`src/rtl/lcd_scanout.sv`:
```
// lcd_scanout: video timing generator with centred, integer-scaled scanout
// of a 2-bit framebuffer. Selects the NTSC or PAL vertical total per frame.
module lcd_scanout #(
    parameter int CE_DIV    = 4,
    parameter int H_ACTIVE  = 640,
    parameter int H_FP      = 16,
    parameter int H_SYNC    = 96,
    parameter int H_BP      = 48,
    parameter int V_ACTIVE  = 480,
    parameter int V_FP      = 10,
    parameter int V_SYNC    = 2,
    parameter int V_BP_NTSC = 33,
    parameter int V_BP_PAL  = 83,
    parameter int SRC_W     = 96,
    parameter int SRC_H     = 64,
    parameter int SCALE     = 5,
    parameter bit SYNC_POL  = 1'b0
) (
    input  logic        clk_sys,
    input  logic        reset,
    input  logic        pal,
    output logic [12:0] fb_addr,
    input  logic [1:0]  fb_data,
    output logic        ce_pix,
    output logic        hs,
    output logic        vs,
    output logic        hblank,
    output logic        vblank,
    output logic        de,
    output logic [7:0]  r,
    output logic [7:0]  g,
    output logic [7:0]  b,
    output logic        frame_start
);

    localparam int H_TOTAL = H_ACTIVE + H_FP + H_SYNC + H_BP;
    localparam int VT_NTSC = V_ACTIVE + V_FP + V_SYNC + V_BP_NTSC;
    localparam int VT_PAL  = V_ACTIVE + V_FP + V_SYNC + V_BP_PAL;
    localparam int VT_MAX  = (VT_PAL > VT_NTSC) ? VT_PAL : VT_NTSC;
    localparam int HW      = $clog2(H_TOTAL);
    localparam int VW      = $clog2(VT_MAX);
    localparam int CW      = $clog2(CE_DIV);
    localparam int SUBW    = (SCALE > 1) ? $clog2(SCALE) : 1;
    localparam int XSW     = $clog2(SRC_W + 1);
    localparam int YSW     = $clog2(SRC_H + 1);
    localparam int AW      = 13;
    localparam int X0      = (H_ACTIVE - SRC_W * SCALE) / 2;
    localparam int X1      = X0 + SRC_W * SCALE;
    localparam int Y0      = (V_ACTIVE - SRC_H * SCALE) / 2;
    localparam int Y1      = Y0 + SRC_H * SCALE;

    logic [CW-1:0]   ce_cnt_q, ce_cnt_d;
    logic [HW-1:0]   hcnt_q, hcnt_d;
    logic [VW-1:0]   vcnt_q, vcnt_d;
    logic            pal_q, pal_d;
    logic [SUBW-1:0] xsub_q, xsub_d;
    logic [XSW-1:0]  xsrc_q, xsrc_d;
    logic [SUBW-1:0] ysub_q, ysub_d;
    logic [YSW-1:0]  ysrc_q, ysrc_d;
    logic [AW-1:0]   row_base_q, row_base_d;
    logic [AW-1:0]   addr_hold_q, addr_hold_d;
    logic            hs_q, hs_d, vs_q, vs_d;
    logic            hblank_q, hblank_d, vblank_q, vblank_d, de_q, de_d;
    logic [7:0]      pix_q, pix_d;
    logic            origin_q, origin_d;

    logic            ce, line_end, frame_end;
    logic            hwin, vwin, win, h_act, v_act;
    logic [AW-1:0]   addr_now;
    logic [7:0]      shade;

    // Pixel-enable divider and raster counters; pal is latched only at frame wrap
    always_comb begin
        ce        = (ce_cnt_q == CW'(CE_DIV - 1));
        ce_cnt_d  = ce ? '0 : ce_cnt_q + 1'b1;
        line_end  = (hcnt_q == HW'(H_TOTAL - 1));
        frame_end = line_end &&
                    (vcnt_q == (pal_q ? VW'(VT_PAL - 1) : VW'(VT_NTSC - 1)));
        hcnt_d    = hcnt_q;
        vcnt_d    = vcnt_q;
        pal_d     = pal_q;
        if (ce) begin
            hcnt_d = line_end ? '0 : hcnt_q + 1'b1;
            if (line_end) begin
                vcnt_d = frame_end ? '0 : vcnt_q + 1'b1;
            end
            if (frame_end) begin
                pal_d = pal;
            end
        end
    end

    // Multiplier-free source coordinates: sub-pixel counters step the source
    // column/row, and the row base accumulates SRC_W per source row
    always_comb begin
        hwin       = (hcnt_q >= HW'(X0)) && (hcnt_q < HW'(X1));
        vwin       = (vcnt_q >= VW'(Y0)) && (vcnt_q < VW'(Y1));
        win        = hwin && vwin;
        addr_now   = row_base_q + AW'(xsrc_q);
        xsub_d     = xsub_q;
        xsrc_d     = xsrc_q;
        ysub_d     = ysub_q;
        ysrc_d     = ysrc_q;
        row_base_d = row_base_q;
        addr_hold_d = addr_hold_q;
        if (ce) begin
            if (win) begin
                addr_hold_d = addr_now;
            end
            if (line_end) begin
                xsub_d = '0;
                xsrc_d = '0;
            end else if (hwin) begin
                if (xsub_q == SUBW'(SCALE - 1)) begin
                    xsub_d = '0;
                    xsrc_d = xsrc_q + 1'b1;
                end else begin
                    xsub_d = xsub_q + 1'b1;
                end
            end
            if (frame_end) begin
                ysub_d     = '0;
                ysrc_d     = '0;
                row_base_d = '0;
            end else if (line_end && vwin) begin
                if (ysub_q == SUBW'(SCALE - 1)) begin
                    ysub_d     = '0;
                    ysrc_d     = ysrc_q + 1'b1;
                    row_base_d = row_base_q + AW'(SRC_W);
                end else begin
                    ysub_d = ysub_q + 1'b1;
                end
            end
        end
    end

    // Stage-0 timing decode registered with the fetched colour so that
    // syncs, blanking and data leave together one pixel behind the counters
    always_comb begin
        h_act = (hcnt_q < HW'(H_ACTIVE));
        v_act = (vcnt_q < VW'(V_ACTIVE));
        unique case (fb_data)
            2'd0:    shade = 8'hFF;
            2'd1:    shade = 8'hAA;
            2'd2:    shade = 8'h55;
            default: shade = 8'h00;
        endcase
        hs_d     = hs_q;
        vs_d     = vs_q;
        hblank_d = hblank_q;
        vblank_d = vblank_q;
        de_d     = de_q;
        pix_d    = pix_q;
        origin_d = origin_q;
        if (ce) begin
            hs_d = ((hcnt_q >= HW'(H_ACTIVE + H_FP)) &&
                    (hcnt_q <  HW'(H_ACTIVE + H_FP + H_SYNC))) ? SYNC_POL : ~SYNC_POL;
            vs_d = ((vcnt_q >= VW'(V_ACTIVE + V_FP)) &&
                    (vcnt_q <  VW'(V_ACTIVE + V_FP + V_SYNC))) ? SYNC_POL : ~SYNC_POL;
            hblank_d = ~h_act;
            vblank_d = ~v_act;
            de_d     = h_act && v_act;
            pix_d    = (win && h_act && v_act) ? shade : 8'h00;
            origin_d = (hcnt_q == '0) && (vcnt_q == '0);
        end
    end

    // State registers with synchronous reset
    always_ff @(posedge clk_sys) begin
        if (reset) begin
            ce_cnt_q    <= '0;
            hcnt_q      <= '0;
            vcnt_q      <= '0;
            pal_q       <= 1'b0;
            xsub_q      <= '0;
            xsrc_q      <= '0;
            ysub_q      <= '0;
            ysrc_q      <= '0;
            row_base_q  <= '0;
            addr_hold_q <= '0;
            hs_q        <= ~SYNC_POL;
            vs_q        <= ~SYNC_POL;
            hblank_q    <= 1'b1;
            vblank_q    <= 1'b1;
            de_q        <= 1'b0;
            pix_q       <= '0;
            origin_q    <= 1'b0;
        end else begin
            ce_cnt_q    <= ce_cnt_d;
            hcnt_q      <= hcnt_d;
            vcnt_q      <= vcnt_d;
            pal_q       <= pal_d;
            xsub_q      <= xsub_d;
            xsrc_q      <= xsrc_d;
            ysub_q      <= ysub_d;
            ysrc_q      <= ysrc_d;
            row_base_q  <= row_base_d;
            addr_hold_q <= addr_hold_d;
            hs_q        <= hs_d;
            vs_q        <= vs_d;
            hblank_q    <= hblank_d;
            vblank_q    <= vblank_d;
            de_q        <= de_d;
            pix_q       <= pix_d;
            origin_q    <= origin_d;
        end
    end

    // The address tracks the counters inside the window and holds outside it
    assign fb_addr     = win ? addr_now : addr_hold_q;
    assign ce_pix      = ce;
    assign hs          = hs_q;
    assign vs          = vs_q;
    assign hblank      = hblank_q;
    assign vblank      = vblank_q;
    assign de          = de_q;
    assign r           = pix_q;
    assign g           = pix_q;
    assign b           = pix_q;
    assign frame_start = ce && origin_q;

endmodule

```
`config.mk`:
```
export PLATFORM = sky130hd
export DESIGN_NAME = lcd_scanout
export DESIGN_NICKNAME = d
export VERILOG_FILES = /design/src/rtl/lcd_scanout.sv
export SDC_FILE = /design/constraint.sdc
export NUM_CORES = 1
export LEC_CHECK = 0
export ABC_AREA = 1
export BUFFER_PORTS_ARGS = -buffer_cell sky130_fd_sc_hd__buf_2
export CORE_MARGIN = 2
export CORE_UTILIZATION = 52
export DETAILED_ROUTE_END_ITERATION = 12
export PLACE_DENSITY = 0.76
export RECOVER_POWER = 25
export SLEW_MARGIN = 10
export SYNTH_ARGS = -nofsm -noshare
export SYNTH_HDL_FRONTEND = slang
export SYNTH_SLANG_ARGS = --single-unit
```
`constraint.sdc`:
```
create_clock -name clk_sys -period 1.65 [get_ports clk_sys]
set_input_delay 0.0825 -clock clk_sys [delete_from_list [all_inputs] [get_ports clk_sys]]
set_output_delay 0.0825 -clock clk_sys [all_outputs]
set_load 0.01 [all_outputs]
```
==> flow_metrics.env, run 1 <==
export IMPL_hold_ws_ns=0.0340
export IMPL_gp_congestion=0.934
export IMPL_synth_fp_nets=574
export IMPL_grt_max_degree=14
export IMPL_cap_violations=0
export IMPL_drive_above_1_share=0.310
export IMPL_cts_tree="done"
export IMPL_power_total_mw=3.60
export IMPL_ctsLongestPathBuffers=2
export IMPL_period_share=1.17
export IMPL_outcome="complete, but fails checks"
export IMPL_start_util=0.530
export IMPL_finalWirelength_um=10400
export IMPL_hold_viol_final=0
export IMPL_clk_pin_slew_worst_paths_ns=0.07
export IMPL_hold_path_depth=3
export IMPL_cts_buffers=9
export IMPL_grt_pass1_wl_um=16500
export IMPL_grt_pass1_vias=3643
export IMPL_h_tree_depth=3
export IMPL_timing_final_ws_setup_ns=-0.288
export IMPL_synth_area_leaders="dfxtp_1 34%, nand2_1 16%, inv_1 6.1%"
export IMPL_coreArea_sq_um=7140
export IMPL_synth_ff_latch_count=65
export IMPL_grt_antenna_before_repair=0
export IMPL_worstSetupStartpointType="register"
export IMPL_hold_path_end="pal_q$_SDFFE_PP0P_"
export IMPL_die_area_sq_um=7980
export IMPL_reg2reg_from="hcnt_q[6]$_SDFFE_PP0P_"
export IMPL_io_pin_count=49
export IMPL_fin_crit_ns=1.94
export IMPL_antenna_left=0
export IMPL_placed_cell_area_sq_um=4340
export IMPL_yosysTopAreaCell="dfxtp_1"
export IMPL_critical_path_class="register to primary output"
export IMPL_clkLatencyLatePin_ns=0.35
export IMPL_cts_sinks=65
export IMPL_firstDrtPassIters=5
export IMPL_ys_seq_area_frac=0.344
export IMPL_yosysWarnings=0
export IMPL_arrival_ns=1.86
export IMPL_postLayoutCellArea_sq_um=5100
export IMPL_syn_inst=555
export IMPL_hold_path_class="input pin to register"
export IMPL_power_density_nw_per_um2=707
export IMPL_grtUsageTotal=0.263
export IMPL_vias=4018
export IMPL_violations="negative setup slack"
export IMPL_r2r_cells=13
export IMPL_diodes=0
export IMPL_synth_cell_types=43
export IMPL_clock_root_buffer="clkbuf_8"
export IMPL_setup_viol=16
export IMPL_syn_area_sq_um=3780
export IMPL_overflow=0
export IMPL_avgSynthCellArea_sq_um=6.82
export IMPL_drcViolationCount=0
export IMPL_wl_per_cell_um=13.5
export IMPL_required_ns=1.57
export IMPL_core_rowCount=31
export IMPL_report_final_slew_viol_count=0
export IMPL_fmax_ghz=0.516
export IMPL_ir_drop_mv=0.381
export IMPL_post_place_ws_ns=-0.172
export IMPL_first_iter_violations=247
export IMPL_die_w_um=89.3
export IMPL_endpoint_kind="primary output"
export IMPL_dpl_hpwl_um=6950
export IMPL_syn2layout_area_growth_pct=34.6
export IMPL_grt_setup_unrepaired="true"
export IMPL_leakagePower_nw=2.38
export IMPL_hold_start="pal"
export IMPL_final_nets=684
export IMPL_numPortBuffers=48
export IMPL_synth_top_area_frac=0.344
export IMPL_reg2reg_to="addr_hold_q[8]$_SDFFE_PP0P_"
export IMPL_viasPerCell=5.22
export IMPL_fin_util=0.714
export IMPL_rrSetupSlack_ns=-0.15
export IMPL_die_y_um=89.3
export IMPL_worst_path_max_fanout=7
export IMPL_clock_skew_ns=0.0123
cell usage in the layout, fill, tap and decap left out, types with 2 or more instances in the layout:
| master | count |
|---|---|
| nand2_1 | 144 |
| buf_4 | 71 |
| inv_1 | 58 |
| dfxtp_1 | 50 |
| nor2_1 | 45 |
| nand3_1 | 40 |
| buf_2 | 27 |
| a21oi_1 | 25 |
| nand2_2 | 17 |
| clkbuf_1 | 17 |
| xor2_1 | 14 |
| o21ai_1 | 13 |
| nand4_1 | 12 |
| ha_1 | 11 |
| dfxtp_2 | 11 |
| buf_6 | 11 |
| o21ai_0 | 10 |
| clkbuf_8 | 10 |
| inv_2 | 8 |
| nor3_1 | 7 |
| nor2_2 | 6 |
| o21ai_2 | 5 |
| nor2_4 | 5 |
| nand3_2 | 4 |
| bufinv_16 | 4 |
| dfxtp_4 | 4 |
| xnor2_1 | 3 |
| nand3_4 | 3 |
| ha_4 | 3 |
| nor3b_1 | 2 |
| or2_2 | 2 |
| nand2_4 | 2 |
| nor3_2 | 2 |
| dlygate4sd3_1 | 2 |
report_power, final:
part | switching (mW) | internal [mW] | leakage, nW
Sequential | 0.0114 | 1.58 | 0.533
Combinational | 0.0958 | 0.0603 | 1.71
Clock | 0.652 | 1.21 | 0.137
Total | 0.759 | 2.84 | 2.38
layer usage:
metal | up-vias | track usage | part of all wire
li1 | 1977 | - | -
met2 | 144 | 0.471 | 0.50
met1 | 1876 | 0.326 | 0.43
met3 | 21 | 0.0397 | 0.056
met4 | 0 | 0.0719 | 0.016
met5 | - | 0 | 0
worst max path at each step:
stage | from | end | slack [ns] | cells after the start
CTS | hcnt_q[8]$_SDFFE_PP0P_ | fb_addr[10] | -0.23 | 10
finish | hcnt_q[7]$_SDFFE_PP0P_ | fb_addr[10] | -0.29 | 9
global route | hcnt_q[6]$_SDFFE_PP0P_ | fb_addr[10] | -0.33 | 9
global placement | hcnt_q[1]$_SDFFE_PP0P_ | row_base_q[9]$_SDFFE_PP0P_ | -0.09 | 8
floorplan | hcnt_q[0]$_SDFFE_PP0P_ | row_base_q[11]$_SDFFE_PP0P_ | 0.06 | 12
detailed placement | hcnt_q[1]$_SDFFE_PP0P_ | row_base_q[9]$_SDFFE_PP0P_ | -0.17 | 8
area by class of cell:
class                      count  area, sq um
timing repair buffer         128          876
multi-input combinational    393         2230
tap                           99          124
sequential                    65         1330
clock inverter                 6          138
clock buffer                  10          138
inverter                      68          256
fill                         536         2040
per-stage QoR:
stage          instances  TNS, ns
2_1_floorplan        555        0
3_3_place_gp         726   -0.427
3_5_place_dp         726    -1.84
4_1_cts              768    -2.27
5_1_grt              769    -4.98
6_report             769    -2.87
Yosys cell counts (all sizes together):
library cell  count
a21oi            27
a221oi            1
a22o              1
a41oi             1
and2              1
buf              26
clkbuf            3
clkinv            2
conb              1
dfxtp            65
ha               14
inv              66
nand2           163
nand3            47
nand4            13
nor2             57
nor3              9
nor3b             3
o211a             1
o211ai            1
o21ai            29
o21bai            1
o22ai             1
o31ai             1
o41ai             1
or2               3
xnor2             3
xor2             14
state kept, by name, indices dropped and copies added (netlist names):
name / count
vcnt_q: 10
hs: 1
vblank: 1
b: 2
xsub_q: 3
de: 1
pal_q: 1
row_base_q: 8
hcnt_q: 10
xsrc_q: 7
origin_q: 1
vs: 1
addr_hold_q: 13
hblank: 1
ce_cnt_q: 2
ysub_q: 3
cells by family (layout without fill, tap and decap cells):
kind of cell,after synthesis,after routing,share of synthesized area
buf+inv,97,212,0.122
xor+xnor,17,17,0.0393
simple gates,296,296,0.347
compound gates,65,65,0.101
other cells,1,1,0.000991
flops,65,65,0.344
fa+ha+maj,14,14,0.0463
critical path, stage by stage, from the launching register on:
cell,delay [ns]
dfxtp_4,0.35
buf_4,0.15
nor2_4,0.11
o21ai_2,0.07
nand2_2,0.12
nor2_8,0.07
buf_6,0.14
or2_4,0.25
and2_4,0.14
buf_6,0.11
timing repair:
item                                   CTS  global route
pin swaps                               21            17
hold buffers                             2             0
gates resized for setup                 57            35
setup buffers                           24             2
endpoints found under the hold margin    2             0
setup endpoints to repair               50            68
Power figures use the tool's default switching activity.
==> run 2: changes to the inputs <==
--- a/config.mk
+++ b/config.mk
@@ -7,11 +7,13 @@
 export LEC_CHECK = 0
 export ABC_AREA = 1
 export BUFFER_PORTS_ARGS = -buffer_cell sky130_fd_sc_hd__buf_2
+export CAP_MARGIN = 5
 export CORE_MARGIN = 2
 export CORE_UTILIZATION = 52
 export DETAILED_ROUTE_END_ITERATION = 12
 export PLACE_DENSITY = 0.76
 export RECOVER_POWER = 25
+export SETUP_SLACK_MARGIN = 0.2
 export SLEW_MARGIN = 10
 export SYNTH_ARGS = -nofsm -noshare
 export SYNTH_HDL_FRONTEND = slang
==> run 2 against run 1 <==
- the run ends with negative hold slack, negative setup slack left
- clock skew increased by 0.0068 ns
- flip-flop and latch count is the same
- core utilization up 9.8 points
- combinational power rose by 31%
- setup slack got worse by 0.036 ns
- non-clock buffer count rose by 12
- global-route usage is 4.6 points higher
- clock power decreased by 14%
- via count grew 18%
- routed wire length up 49%
- sequential power is essentially flat
==> flow_metrics.env, run 2 (synthesis gave the netlist of run 1 again) <==
export IMPL_outcome="complete, but fails checks"
export IMPL_violations="negative hold slack, negative setup slack"
export IMPL_reg2reg_from="vcnt_q[4]$_SDFFE_PP0P_"
export IMPL_power_frac_clock=0.473
export IMPL_grt_pass1_vias=4125
export IMPL_clock_root_buffer="clkbuf_8"
export IMPL_largest_register_ffs=13
export IMPL_clk_pin_slew_worst_paths_ns=0.08
export IMPL_multi_input_area_sq_um=2770
export IMPL_fmax_ghz=0.507
export IMPL_grt_antenna_before_repair=0
export IMPL_diodes=0
export IMPL_antenna_left=0
export IMPL_critical_path_class="register to primary output"
export IMPL_worst_path_max_fanout=5
export IMPL_finalWirelength_um=15500
export IMPL_core_rowCount=31
export IMPL_worstSetupStartpointType="register"
export IMPL_vias=4726
export IMPL_grt_max_degree=15
export IMPL_clkLatencyLatePin_ns=0.38
export IMPL_top_regs="addr_hold_q: 13 flops, hcnt_q: 10 flops, vcnt_q: 10 flops"
export IMPL_fill_cells=393
export IMPL_setup_viol=48
export IMPL_mostFrequentLayoutCell="nand2_1"
export IMPL_p_switching_mw=0.860
export IMPL_die_w_um=89.3
export IMPL_cts_tree="done"
export IMPL_h_tree_depth=3
export IMPL_p_int_mw=2.53
export IMPL_die_area_sq_um=7980
export IMPL_p_comb_frac=0.060
export IMPL_gp_congestion=0.968
export IMPL_crit_start="hcnt_q[7]$_SDFFE_PP0P_"
export IMPL_first_iter_violations=523
export IMPL_clock_skew_ns=0.0191
export IMPL_required_ns=1.57
export IMPL_final_nets=698
export IMPL_timing_final_ws_setup_ns=-0.323
export IMPL_ir_drop_mv=0.440
export IMPL_overflow=0
export IMPL_r2r_cells=12
export IMPL_power_total_mw=3.39
export IMPL_cts_sinks=65
export IMPL_switching_share=0.254
export IMPL_coreArea_sq_um=7140
export IMPL_register_area_sq_um=1360
export IMPL_max_slew_margin_rel=0.653
export IMPL_power_density_nw_per_um2=585
export IMPL_io_pin_count=49
export IMPL_cts_buffers=9
export IMPL_syn2layout_area_growth_pct=53.1
export IMPL_hold_viol_final=1
export IMPL_die_y_um=89.3
export IMPL_drive_above_1_share=0.472
export IMPL_grt_setup_unrepaired="true"
export IMPL_start_util=0.530
export IMPL_arrival_ns=1.89
export IMPL_period_share=1.20
export IMPL_report_final_slew_viol_count=0
export IMPL_fin_crit_ns=1.97
export IMPL_power_frac_seq=0.467
export IMPL_numPortBuffers=48
export IMPL_grt_pass1_wl_um=19000
export IMPL_dpl_hpwl_um=7290
export IMPL_worstMarginPinSlew_ns=0.517
export IMPL_cap_violations=0
export IMPL_fin_util=0.812
export IMPL_firstDrtPassIters=6
export IMPL_viasPerCell=6.04
export IMPL_hold_path_class="input pin to register"
export IMPL_wl_per_cell_um=19.7
export IMPL_ctsLongestPathBuffers=2
export IMPL_reg2reg_to="row_base_q[10]$_SDFFE_PP0P_"
export IMPL_leakagePower_nw=2.62
export IMPL_cp_endpoint="fb_addr[7]"
export IMPL_regMostFlops="addr_hold_q"
export IMPL_drcViolationCount=0
export IMPL_final_cell_mix="104 x nand2_1, 68 x buf_4, 52 x inv_1"
export IMPL_grtUsageTotal=0.309
export IMPL_rrSetupSlack_ns=-0.21
export IMPL_endpoint_kind="primary output"
export IMPL_fin_setup_tns_ns=-6.12
export IMPL_hold_ws_ns=-0.0000282
run 2: changes by cell type in the layout (fill, tap and decap cells not counted), sizes merged:
cell | previous run | this run
nand2 | 163 | 164
clkbuf | 27 | 30
buf | 109 | 121
bufinv | 4 | 1
nor2 | 57 | 58
run 2: metal layers:
metal | share of wire | track usage | wire length (um)
met1 | 0.34 | 0.342 | 5300
met2 | 0.48 | 0.547 | 7430
met3 | 0.095 | 0.0600 | 1470
met4 | 0.081 | 0.179 | 1250
met5 | 0 | 0 | 0
run 2: stage by stage:
stage	instances	hold slack [ns]	worst slack, ns	area (sq um)
2_1_floorplan	555	0.179	0.131	3940
3_3_place_gp	710	0.267	-0.0129	4370
3_5_place_dp	710	0.272	-0.0550	4370
4_1_cts	761	0.00543	-0.220	5320
5_1_grt	783	0.0378	-0.474	5790
6_report	783	-0.0000282	-0.323	5790
run 2: critical path, cell delays in order (launching register included):
cell,delay (ns)
dfxtp_4,0.36
nor2_4,0.14
nand2_2,0.08
o21ai_4,0.17
nand2_4,0.11
nor2_8,0.18
buf_4,0.15
nand3_1,0.09
nand2_2,0.10
buf_2,0.13
run 2: how the worst min path moves through the flow:
| stage | depth (start not counted) | start | end | slack [ns] |
|---|---|---|---|---|
| final | 3 | pal | pal_q$_SDFFE_PP0P_ | -0.00003 |
| after CTS | 3 | pal | pal_q$_SDFFE_PP0P_ | 0.005 |
| after global placement | 2 | fb_data[0] | b[6]$_SDFFE_PP0P_ | 0.27 |
| after global routing | 3 | pal | pal_q$_SDFFE_PP0P_ | 0.04 |
| after detailed placement | 2 | fb_data[0] | b[6]$_SDFFE_PP0P_ | 0.27 |
| after floorplan | 1 | fb_data[1] | b[5]$_SDFFE_PP0P_ | 0.18 |
run 2: final cells by class:
type,instances,share of cell area
clock buffer,13,0.0313
inverter,68,0.0475
sequential,65,0.234
tap,99,0.0214
clock inverter,3,0.00756
multi-input combinational,395,0.477
timing repair buffer,140,0.181
run 2: power groups by stage:
stage,registers (mW),logic (mW),clock network [mW]
global route,1.58,0.213,1.64
global placement,1.63,0.143,0
detailed placement,1.63,0.144,0
CTS,1.59,0.169,1.55
finish,1.58,0.205,1.60
floorplan,1.63,0.0769,0
run 2: timing repair:
item                                   in CTS  in global routing
gates cloned                                2                  0
setup endpoints to repair                  68                 71
endpoints found under the hold margin       2                  0
setup buffers                              31                 22
pin swaps                                  35                 34
gates resized for setup                   127                 98
hold buffers                                2                  0
==> run 3: changes to the inputs <==
--- a/config.mk
+++ b/config.mk
@@ -6,12 +6,12 @@
 export NUM_CORES = 1
 export LEC_CHECK = 0
 export ABC_AREA = 1
-export BUFFER_PORTS_ARGS = -buffer_cell sky130_fd_sc_hd__buf_2
 export CAP_MARGIN = 5
 export CORE_MARGIN = 2
-export CORE_UTILIZATION = 52
+export CORE_UTILIZATION = 55
 export DETAILED_ROUTE_END_ITERATION = 12
-export PLACE_DENSITY = 0.76
+export DONT_BUFFER_PORTS = 1
+export PLACE_DENSITY = 0.73
 export RECOVER_POWER = 25
 export SETUP_SLACK_MARGIN = 0.2
 export SLEW_MARGIN = 10
==> run 3 against run 2 <==
- the run ends with negative setup slack left
- non-clock buffer count decreased by 46
- core utilization increased by 1.3 points
- combinational power decreased by 5%
- clock power increased by 6%
- global-route usage decreased by 1.7 points
- critical endpoint is now fb_addr[4]
- final cell count decreased by 8.3%
- hold slack improved by 0.026 ns
- total power increased by 2.7%
- sequential power about the same
- setup slack improved by 0.080 ns
- maximum frequency increased by 4.2%
- sequential share of layout area increased by 0.88 points
==> flow_metrics.env, run 3 (synthesis gave the netlist of run 1 again) <==
export IMPL_die_area_sq_um=7560
export IMPL_top_usage_layer="met2"
export IMPL_core_rowCount=30
export IMPL_power_total_mw=3.48
export IMPL_vias=4123
export IMPL_wl_per_cell_um=16.9
export IMPL_power_frac_clock=0.488
export IMPL_reg2reg_from="hcnt_q[1]$_SDFFE_PP0P_"
export IMPL_fin_crit_ns=1.89
export IMPL_clkLatencyLatePin_ns=0.37
export IMPL_power_density_nw_per_um2=628
export IMPL_p_switching_mw=0.874
export IMPL_die_y_um=87.0
export IMPL_setup_viol=36
export IMPL_grt_setup_unrepaired="true"
export IMPL_dpl_hpwl_um=6950
export IMPL_start_util=0.563
export IMPL_outcome="complete, but fails checks"
export IMPL_diodes=0
export IMPL_gp_congestion=0.903
export IMPL_crit_start="hcnt_q[7]$_SDFFE_PP0P_"
export IMPL_slowest_stage="dfxtp_4"
export IMPL_arrival_ns=1.81
export IMPL_ctsLongestPathBuffers=2
export IMPL_io_pin_count=49
export IMPL_power_frac_seq=0.456
export IMPL_fmax_ghz=0.528
export IMPL_firstDrtPassIters=5
export IMPL_max_slew_margin_rel=0.559
export IMPL_coreArea_sq_um=6720
export IMPL_cts_sinks=65
export IMPL_gr_usage_met1=0.338
export IMPL_top_regs="addr_hold_q: 13 flops, hcnt_q: 10 flops, vcnt_q: 10 flops"
export IMPL_grt_antenna_before_repair=0
export IMPL_grtUsageTotal=0.292
export IMPL_hold_path_class="input pin to register"
export IMPL_p_comb_frac=0.056
export IMPL_ir_drop_mv=0.373
export IMPL_p_int_mw=2.61
export IMPL_mostFrequentLayoutCell="nand2_1"
export IMPL_critical_path_class="register to primary output"
export IMPL_grtUsageMet2=0.534
export IMPL_rrSetupSlack_ns=-0.17
export IMPL_first_iter_violations=256
export IMPL_grt_pass1_vias=3919
export IMPL_regMostFlops="addr_hold_q"
export IMPL_cap_violations=0
export IMPL_cts_tree="done"
export IMPL_cp_endpoint="fb_addr[4]"
export IMPL_r2r_cells=11
export IMPL_hold_viol_final=0
export IMPL_clock_skew_ns=0.00867
export IMPL_cts_buffers=9
export IMPL_drive_above_1_share=0.448
export IMPL_worstSetupStartpointType="register"
export IMPL_finalWirelength_um=12200
export IMPL_slowest_delay_ns=0.36
export IMPL_report_final_slew_viol_count=0
export IMPL_endpoint_kind="primary output"
export IMPL_die_w_um=87.0
export IMPL_switching_share=0.251
export IMPL_overflow=0
export IMPL_period_share=1.15
export IMPL_final_cell_mix="104 x nand2_1, 58 x buf_4, 54 x inv_1"
export IMPL_violations="negative setup slack"
export IMPL_antenna_left=0
export IMPL_required_ns=1.57
export IMPL_crit_path_cell_trace="nor2_4 > nand2_2 > o21ai_4 > nand2_4 > nor2_4 > nand2_1 > o21ai_2 > buf_4"
export IMPL_syn2layout_area_growth_pct=46.4
export IMPL_reg2reg_to="row_base_q[9]$_SDFFE_PP0P_"
export IMPL_drcViolationCount=0
export IMPL_grt_max_degree=15
export IMPL_h_tree_depth=3
export IMPL_grt_pass1_wl_um=17400
export IMPL_clock_root_buffer="clkbuf_8"
export IMPL_worstMarginPinSlew_ns=0.664
export IMPL_gr_usage_met3=0.0436
export IMPL_clk_pin_slew_worst_paths_ns=0.08
export IMPL_leakagePower_nw=2.43
export IMPL_final_nets=652
export IMPL_timing_final_ws_setup_ns=-0.243
export IMPL_fin_setup_tns_ns=-4.13
export IMPL_numPortBuffers=0
export IMPL_cp_common_cell="nor2_4"
export IMPL_viasPerCell=5.74
export IMPL_largest_register_ffs=13
export IMPL_worst_path_max_fanout=4
-- run 3: timing repair --
item / 4_1_cts / 5_1_grt
endpoints found under the setup margin: 70 / 70
hold buffers: 4 / 0
hold endpoints to repair: 13 / 0
gates cloned: 2 / 0
buffers inserted: 23 / 19
pin swaps: 44 / 50
gates resized for setup: 99 / 108
-- run 3: cell type report --
| class | count | area (sq um) |
|---|---|---|
| timing repair buffer | 94 | 838 |
| inverter | 68 | 275 |
| multi-input combinational | 394 | 2730 |
| fill | 388 | 1180 |
| clock buffer | 10 | 149 |
| clock inverter | 6 | 95.1 |
| tap | 80 | 100 |
| sequential | 65 | 1350 |
| timing repair inverter | 1 | 6.26 |
-- run 3: layer usage --
metal,vias to the layer above,part of all wire
li1,1926,-
met1,2006,0.40
met2,149,0.52
met3,42,0.052
met4,0,0.032
met5,-,0
-- run 3: stage by stage --
step	util	cells	instance area (sq um)	setup slack (ns)	hold WS [ns]
after floorplan	-	555	3940	0.131	0.179
after global placement	0.625	654	4200	-0.0232	0.151
after detailed placement	0.625	654	4200	-0.0482	0.152
after CTS	0.745	699	5000	-0.234	0.0433
after global routing	0.825	718	5540	-0.284	0.0222
final	0.825	718	5540	-0.243	0.0263
-- run 3: power groups by stage --
stage | sequential [mW] | clock (mW) | combinational, mW
5_1_grt | 1.59 | 1.75 | 0.203
4_1_cts | 1.59 | 1.68 | 0.154
3_3_place_gp | 1.63 | 0 | 0.123
2_1_floorplan | 1.63 | 0 | 0.0769
6_report | 1.59 | 1.70 | 0.194
3_5_place_dp | 1.63 | 0 | 0.126
-- run 3: worst max-delay path, delay by kind of cell, from the launching register on --
| family | cells | cell delay (ns) |
|---|---|---|
| buffers and inverters | 1 | 0.15 |
| AOI/OAI and AO/OA | 2 | 0.28 |
| DFF | 1 | 0.36 |
| and+or+nand+nor | 5 | 0.64 |
-- run 3: worst min-delay path by stage --
stage | start | end | cells after the start
detailed placement | reset | hcnt_q[6]$_SDFFE_PP0P_ | 1
finish | reset | ce_cnt_q[1]$_SDFF_PP0_ | 3
CTS | reset | ce_cnt_q[1]$_SDFF_PP0_ | 3
global placement | reset | hcnt_q[6]$_SDFFE_PP0P_ | 1
global route | reset | ce_cnt_q[1]$_SDFF_PP0_ | 3
floorplan | fb_data[1] | b[5]$_SDFFE_PP0P_ | 1
